## src/rtl/alu_arbiter.sv

```systemverilog
// Two-requester front end for a single shared combinational ALU.
// Round-robin grant, one operation per cycle, and a one-entry response
// register per requester with valid/ready handshakes on both sides.
module alu_arbiter #(
   parameter int WIDTH = 32,
   parameter int TAG_W = 4
) (
   input  logic             clk,
   input  logic             rst_n,

   input  logic             req0_valid,
   output logic             req0_ready,
   input  logic [WIDTH-1:0] req0_a,
   input  logic [WIDTH-1:0] req0_b,
   input  logic [3:0]       req0_ctrl,
   input  logic [TAG_W-1:0] req0_tag,

   input  logic             req1_valid,
   output logic             req1_ready,
   input  logic [WIDTH-1:0] req1_a,
   input  logic [WIDTH-1:0] req1_b,
   input  logic [3:0]       req1_ctrl,
   input  logic [TAG_W-1:0] req1_tag,

   output logic             resp0_valid,
   input  logic             resp0_ready,
   output logic [WIDTH-1:0] resp0_result,
   output logic             resp0_zero,
   output logic [TAG_W-1:0] resp0_tag,

   output logic             resp1_valid,
   input  logic             resp1_ready,
   output logic [WIDTH-1:0] resp1_result,
   output logic             resp1_zero,
   output logic [TAG_W-1:0] resp1_tag,

   output logic [WIDTH-1:0] alu_a,
   output logic [WIDTH-1:0] alu_b,
   output logic [3:0]       alu_ctrl,
   input  logic [WIDTH-1:0] alu_out,
   input  logic             alu_zero
);

   // Priority pointer: 0 favours requester 0 when both are eligible.
   logic             ptr_q, ptr_d;

   logic             resp0Valid_q, resp0Valid_d;
   logic [WIDTH-1:0] resp0Result_q, resp0Result_d;
   logic             resp0Zero_q, resp0Zero_d;
   logic [TAG_W-1:0] resp0Tag_q, resp0Tag_d;

   logic             resp1Valid_q, resp1Valid_d;
   logic [WIDTH-1:0] resp1Result_q, resp1Result_d;
   logic             resp1Zero_q, resp1Zero_d;
   logic [TAG_W-1:0] resp1Tag_q, resp1Tag_d;

   logic free0, free1;
   logic elig0, elig1;
   logic accept0, accept1;

   // Grant: a requester's ready depends on its own slot and on the other
   // requester's eligibility, but never on its own valid, so the two
   // readies can only both be high when neither side can collide.
   always_comb begin
      free0      = !resp0Valid_q || resp0_ready;
      free1      = !resp1Valid_q || resp1_ready;
      elig0      = req0_valid && free0;
      elig1      = req1_valid && free1;
      req0_ready = free0 && (!elig1 || (ptr_q == 1'b0));
      req1_ready = free1 && (!elig0 || (ptr_q == 1'b1));
      accept0    = req0_valid && req0_ready;
      accept1    = req1_valid && req1_ready;
   end

   // Drive the shared ALU from the winner; idle operands are zero so the
   // ALU inputs stay quiet when nobody is granted.
   always_comb begin
      alu_a    = '0;
      alu_b    = '0;
      alu_ctrl = 4'b0000;
      if (accept0) begin
         alu_a    = req0_a;
         alu_b    = req0_b;
         alu_ctrl = req0_ctrl;
      end else if (accept1) begin
         alu_a    = req1_a;
         alu_b    = req1_b;
         alu_ctrl = req1_ctrl;
      end
   end

   // Next state: a new accept loads the slot (even while it drains, so no
   // bubble); a drain alone clears valid but keeps the payload; the pointer
   // flips to favour the loser after every accept.
   always_comb begin
      ptr_d         = ptr_q;
      resp0Valid_d  = resp0Valid_q;
      resp0Result_d = resp0Result_q;
      resp0Zero_d   = resp0Zero_q;
      resp0Tag_d    = resp0Tag_q;
      resp1Valid_d  = resp1Valid_q;
      resp1Result_d = resp1Result_q;
      resp1Zero_d   = resp1Zero_q;
      resp1Tag_d    = resp1Tag_q;

      if (accept0) begin
         resp0Valid_d  = 1'b1;
         resp0Result_d = alu_out;
         resp0Zero_d   = alu_zero;
         resp0Tag_d    = req0_tag;
         ptr_d         = 1'b1;
      end else if (resp0_ready) begin
         resp0Valid_d  = 1'b0;
      end

      if (accept1) begin
         resp1Valid_d  = 1'b1;
         resp1Result_d = alu_out;
         resp1Zero_d   = alu_zero;
         resp1Tag_d    = req1_tag;
         ptr_d         = 1'b0;
      end else if (resp1_ready) begin
         resp1Valid_d  = 1'b0;
      end
   end

   // State registers; reset discards anything in flight.
   always_ff @(posedge clk or negedge rst_n) begin
      if (!rst_n) begin
         ptr_q         <= 1'b0;
         resp0Valid_q  <= 1'b0;
         resp0Result_q <= '0;
         resp0Zero_q   <= 1'b0;
         resp0Tag_q    <= '0;
         resp1Valid_q  <= 1'b0;
         resp1Result_q <= '0;
         resp1Zero_q   <= 1'b0;
         resp1Tag_q    <= '0;
      end else begin
         ptr_q         <= ptr_d;
         resp0Valid_q  <= resp0Valid_d;
         resp0Result_q <= resp0Result_d;
         resp0Zero_q   <= resp0Zero_d;
         resp0Tag_q    <= resp0Tag_d;
         resp1Valid_q  <= resp1Valid_d;
         resp1Result_q <= resp1Result_d;
         resp1Zero_q   <= resp1Zero_d;
         resp1Tag_q    <= resp1Tag_d;
      end
   end

   assign resp0_valid  = resp0Valid_q;
   assign resp0_result = resp0Result_q;
   assign resp0_zero   = resp0Zero_q;
   assign resp0_tag    = resp0Tag_q;
   assign resp1_valid  = resp1Valid_q;
   assign resp1_result = resp1Result_q;
   assign resp1_zero   = resp1Zero_q;
   assign resp1_tag    = resp1Tag_q;

endmodule
```

## config.mk

```make
export PLATFORM = sky130hd
export DESIGN_NAME = alu_arbiter
export DESIGN_NICKNAME = d
export VERILOG_FILES = /design/src/rtl/alu_arbiter.sv
export SDC_FILE = /design/constraint.sdc
export NUM_CORES = 1
export LEC_CHECK = 0
export CORE_AREA = 2 2 128 130
export DETAILED_ROUTE_END_ITERATION = 8
export DIE_AREA = 0 0 130 132
export GPL_ROUTABILITY_DRIVEN = 0
export PLACE_DENSITY = 0.62
export SYNTH_ARGS = -nofsm -noshare
export SYNTH_HDL_FRONTEND = slang
export SYNTH_SLANG_ARGS = --single-unit
```

## constraint.sdc

```tcl
create_clock -name clk -period 1.6 [get_ports clk]
set_input_delay 0.32 -clock clk [delete_from_list [all_inputs] [get_ports clk]]
set_output_delay 0.32 -clock clk [all_outputs]
set_load 0.005 [all_outputs]
```

---- After elaboration in Yosys (flattened, before gate mapping) ----
Cells that the tools add are included.
operators by class
  $add $sub $neg .......................... 0
  $mul .................................... 0
  div/mod/pow operators ................... 0
  order comparisons ....................... 0
  equal/unequal tests ..................... 0
  shift-type cells ........................ 0
  multiplexer cells ....................... 12
  bitwise operators ....................... 1
  reduce and logical (&&, ||, !) cells .... 17
operators by type and width
  operator           number
  $mux 32            4
  $mux 4             2
  $logic_and 1x1->1  6
  $mux 1             6
  $reduce_bool 2->1  3
  $logic_not 1->1    4
  $logic_or 1x1->1   4
  $not 1->1          1
storage, ports and cells
  flip-flop bits (word level) ............. 77
  bits in latches ......................... 0
  bits in writable memories ............... 0
  bits in read-only memories .............. 0
  bits of input ports ..................... 183
  output and inout port bits .............. 146
  logic and storage cells ................. 39
  memories kept ........................... 0

---- Depth between registers and ports, before layout ----
  word-level depth ........................ 9
  depth in mapped cells ................... 5
  gate-level depth less buffers ........... 3

---- Least setup slack after synthesis ----
OpenSTA, ideal clock, no wires.
  kind .................................... reg-to-output
  from .................................... reg resp0Valid_q (netlist: resp0_valid)
  to ...................................... out alu_a[0]
  arrival time ............................ 1.485 ns
  path slack .............................. -0.205 ns
  stages on the path, launching flop included .. 6
  buffers on the path ..................... 2
  cell sequence ........................... dfrtp_1 > nor2b_1 > a311oi_2 > buf_4 > buf_6 > a22o_1
on the way
  cells in the longest elaborated chain, start to end .. 9
  elaborated cells between the ends (all ways) .. 11
ends and longest elaborated chain
  item                    RTL line  RTL
  from (decl)             47        logic resp0Valid_q, resp0Valid_d;
  from (signal assigned)  141       resp0Valid_q <= resp0Valid_d;
  $logic_not 1->1 *       65        free0 = !resp0Valid_q || resp0_ready;
  $logic_or 1x1->1 *      65
  $logic_and 1x1->1       67        elig0 = req0_valid && free0;
  $logic_not 1->1         70        req1_ready = free1 && (!elig0 || (ptr_q == 1'b1));
  $logic_or 1x1->1        70
  $logic_and 1x1->1       70
  $logic_and 1x1->1       72        accept1 = req1_valid && req1_ready;
  $mux 32                 85        end else if (accept1) begin
  $mux 32 *               81        if (accept0) begin
  to (decl)               37        output logic [WIDTH-1:0] alu_a,
Mark *: on every way between the ends. The rest lies on a longest branch, timed or not.

---- Worst setup path after layout ----
  from .................................... reg resp1Valid_q (netlist: resp1_valid)
  to ...................................... out alu_a[30]
on the way
  cells in the longest elaborated chain, start to end .. 8
  elaborated cells between the ends (all ways) .. 11
ends and longest elaborated chain
  item                    RTL line  RTL
  from (decl)             52        logic resp1Valid_q, resp1Valid_d;
  from (signal assigned)  145       resp1Valid_q <= resp1Valid_d;
  $logic_not 1->1 *       66        free1 = !resp1Valid_q || resp1_ready;
  $logic_or 1x1->1 *      66
  $logic_and 1x1->1       68        elig1 = req1_valid && free1;
  $logic_not 1->1         69        req0_ready = free0 && (!elig1 || (ptr_q == 1'b0));
  $logic_or 1x1->1        69
  $logic_and 1x1->1       69
  $logic_and 1x1->1       71        accept0 = req0_valid && req0_ready;
  $mux 32 *               81
Marks and branches as above.

==> impl_metrics.yaml <==
global_route:
  grt_pass1_vias: 4526
  globalRouteOverflowTotal: 0
  grt_pass1_wl_um: 26500
  antenna_found_initial: 3
  grt_max_degree: 78
  gr-usage-all-layers_pct: 20.4
timing:
  min_period_ns: 2.26
  tightest_slew_ns: 0.424
  finalSetupViolCount: 146
  relSlewSlack_pct: 71.8
  finalHoldViolations: 0
  final.setup.worst_slack_ns: -0.660
  final-max-slew-violation-count: 0
  period_share_pct: 141
  hold_ws_ns: 0.00379
  rsz0062_at_grt: "yes"
  fmax_ghz: 0.442
  skew_ns: 0.00951
route:
  via_per_inst: 4.50
  drt_iter0_drc: 105
  ant_nets: 0
  drc: 0
  vias: 4015
  firstDrtPassIters: 5
  post_drt_wl_per_cell_um: 20.5
  wirelength_um: 18300
setup_path:
  required_ns: 1.28
  critical_path_class: "reg -> out"
  critPathArrivalTime_ns: 1.94
  cp-end-kind: "output port"
  start_kind: "flip-flop"
  cp_max_fo: 7
yosys:
  synth_top_family_by_area: "multiplexers"
  syn_inst: 257
  synthXorXnorAreaFrac_pct: 0
  yosys-top-cells-area: "dfrtp_1 (53%), mux2_2 (22%), a22o_1 (16%)"
  synth_compound_area_share_pct: 18.2
  netlist.area_leader.share_pct: 53.3
  yosys.cell_types.count: 20
  synth_fa_ha_area_share_pct: 0
  synthSimpleGateAreaFrac_pct: 1.52
  ys_seq_elements: 77
  ys_seq_area_share_pct: 53.3
  muxShareOfSynthArea_pct: 23.0
  syn_area_sq_um: 3620
  ys_warn_count: 0
  synthesis.nets: 440
  syn_avg_cell_area_sq_um: 14.1
  yosys.area.top_type: "dfrtp_1"
floorplan:
  pin_count: 329
  die_x_um: 130
  initial_core_util_pct: 23.0
  dieArea_sq_um: 17200
  die_y_um: 132
  core-area_sq_um: 15700
  std_cell_rows: 46
pwr:
  leakage_uw: 0.00395
  irDropWorstVdd_v: 0.000639
  power_uw: 9700
  power_density_nw_per_um2: 1120
cts:
  htree_levels: 3
  cts_tree: "built"
  cts_num_sinks: 77
  insertion_delay_ns: 0.33
  clk_path_buf_depth: 2
  path_clk_slew_ns: 0.06
  cts_root_buf: "clkbuf_16"
  cts_made_buffers: 9
  cts_hold_buf: 0
flow_run:
  max-cap-violations: 0
status:
  violations: "setup timing"
  outcome: "finished with violations"
placement:
  portBuffers: 328
  place_ws_ns: -1.05
  numPlacedInstances: 811
  place_hpwl_um: 12700
final_layout:
  final_layout_size_suffix_gt1_share_pct: 39.2
  final_util_pct: 55.2
  nNetsFinal: 851
  finalNonFillerCells: 892
  syn_to_final_growth_pct: 140
hold_path:
  hold_path_class: "in -> async"
[through the flow]
step	cell area (sq um)	setup TNS (ns)
after detailed placement	7360	-114.68
after CTS	8540	-66.27
final	8670	-67.13
after global placement	7360	-112.36
after global routing	8670	-76.73
after floorplan	3680	-2.32
[worst max-delay path, stage by stage, from the launching register on]
cell      delay [ns]
dfrtp_1         0.42
nor2b_4         0.16
a211oi_4        0.27
buf_6           0.16
buf_6           0.11
buf_12          0.12
buf_8           0.10
a22o_1          0.14
buf_2           0.12
[cell families (layout without fill, tap and decap cells)]
| kind of cell | count (synthesis) | in the layout |
|---|---|---|
| other | 0 | 3 |
| buffers and inverters | 23 | 439 |
| and+or+nand+nor | 8 | 8 |
| AOI/OAI and AO/OA | 75 | 75 |
| muxes | 74 | 74 |
| DFF | 77 | 77 |
[layout make-up]
class                      count  area [sq um]
multi-input combinational    157          1860
clock inverter                 6           109
timing repair buffer         421          4260
sequential                    77          1930
inverter                       2          7.51
fill                        1358          7040
clock buffer                  10           229
tap                          216           270
antenna                        3          7.51
[sequential cells by signal, summed over array words and instances (netlist names)]
signal        cells
resp0_zero        1
resp1_result     32
resp0_tag         4
resp1_zero        1
resp1_valid       1
resp1_tag         4
ptr_q             1
resp0_result     32
resp0_valid       1
[synthesized netlist by cell type (all sizes together)]
master / instances
nand2b: 3
nor2b: 3
a311oi: 1
nand2: 1
a211oi: 1
clkbuf: 4
a21oi: 1
mux2: 74
o21ai: 2
dfrtp: 77
buf: 17
a31oi: 1
inv: 2
or2: 1
o211ai: 1
a22o: 68
[final timing paths]
check | end | depth (start not counted) | startpoint | slack [ns]
setup reg to reg | resp1_result[18]$_DFFE_PN0P_ | 11 | resp1_valid$_DFFE_PN0P_ | -0.59
hold / removal | resp1_result[23]$_DFFE_PN0P_ | 2 | rst_n | 0.004
min in group clk | ptr_q$_DFFE_PN0P_ | 3 | req0_valid | 0.49
setup / recovery | alu_a[30] | 8 | resp1_valid$_DFFE_PN0P_ | -0.66
hold reg to reg | resp1_zero$_DFFE_PN0P_ | 1 | resp1_zero$_DFFE_PN0P_ | 0.51
max in group asynchronous | resp0_valid$_DFFE_PN0P_ | 2 | rst_n | 1.25
[power by group]
group          total, uW  internal [uW]  switching (uW)
clock               2330           1520             803
sequential          2770           2470             300
combinational       4600           3170            1430
total               9700           7170            2540
[what timing repair did]
| action | in CTS | in global routing |
|---|---|---|
| hold endpoints to repair | 0 | 0 |
| cloned | 12 | 0 |
| buffers inserted | 44 | 21 |
| gates resized for setup | 404 | 64 |
| pin swaps | 46 | 20 |
| endpoints found under the setup margin | 138 | 147 |
[placed cells by master, fill, tap and decap left out, drive strengths merged]
cell           synthesis  final
a211oi                 1      1
a21oi                  1      1
a22o                  68     68
a311oi                 1      1
a31oi                  1      1
buf                   17    163
bufinv                 0      3
clkbuf                 4     10
clkdlybuf4s15          0      2
clkdlybuf4s50          0    251
clkinv                 0      2
dfrtp                 77     77
diode                  0      3
dlygate4sd2            0      5
inv                    2      3
mux2                  74     74
nand2                  1      1
nand2b                 3      3
nor2b                  3      3
o211ai                 1      1
o21ai                  2      2
or2                    1      1
[routing by layer]
layer / vias to the layer above / track usage, % / routed length, um
met5: - / 0 / 0
met4: 0 / 7.23 / 494
met3: 30 / 6.90 / 1510
met2: 206 / 37.8 / 9780
met1: 1962 / 21.1 / 6530
li1: 1817 / - / -
(Power assumes the default switching activity.)
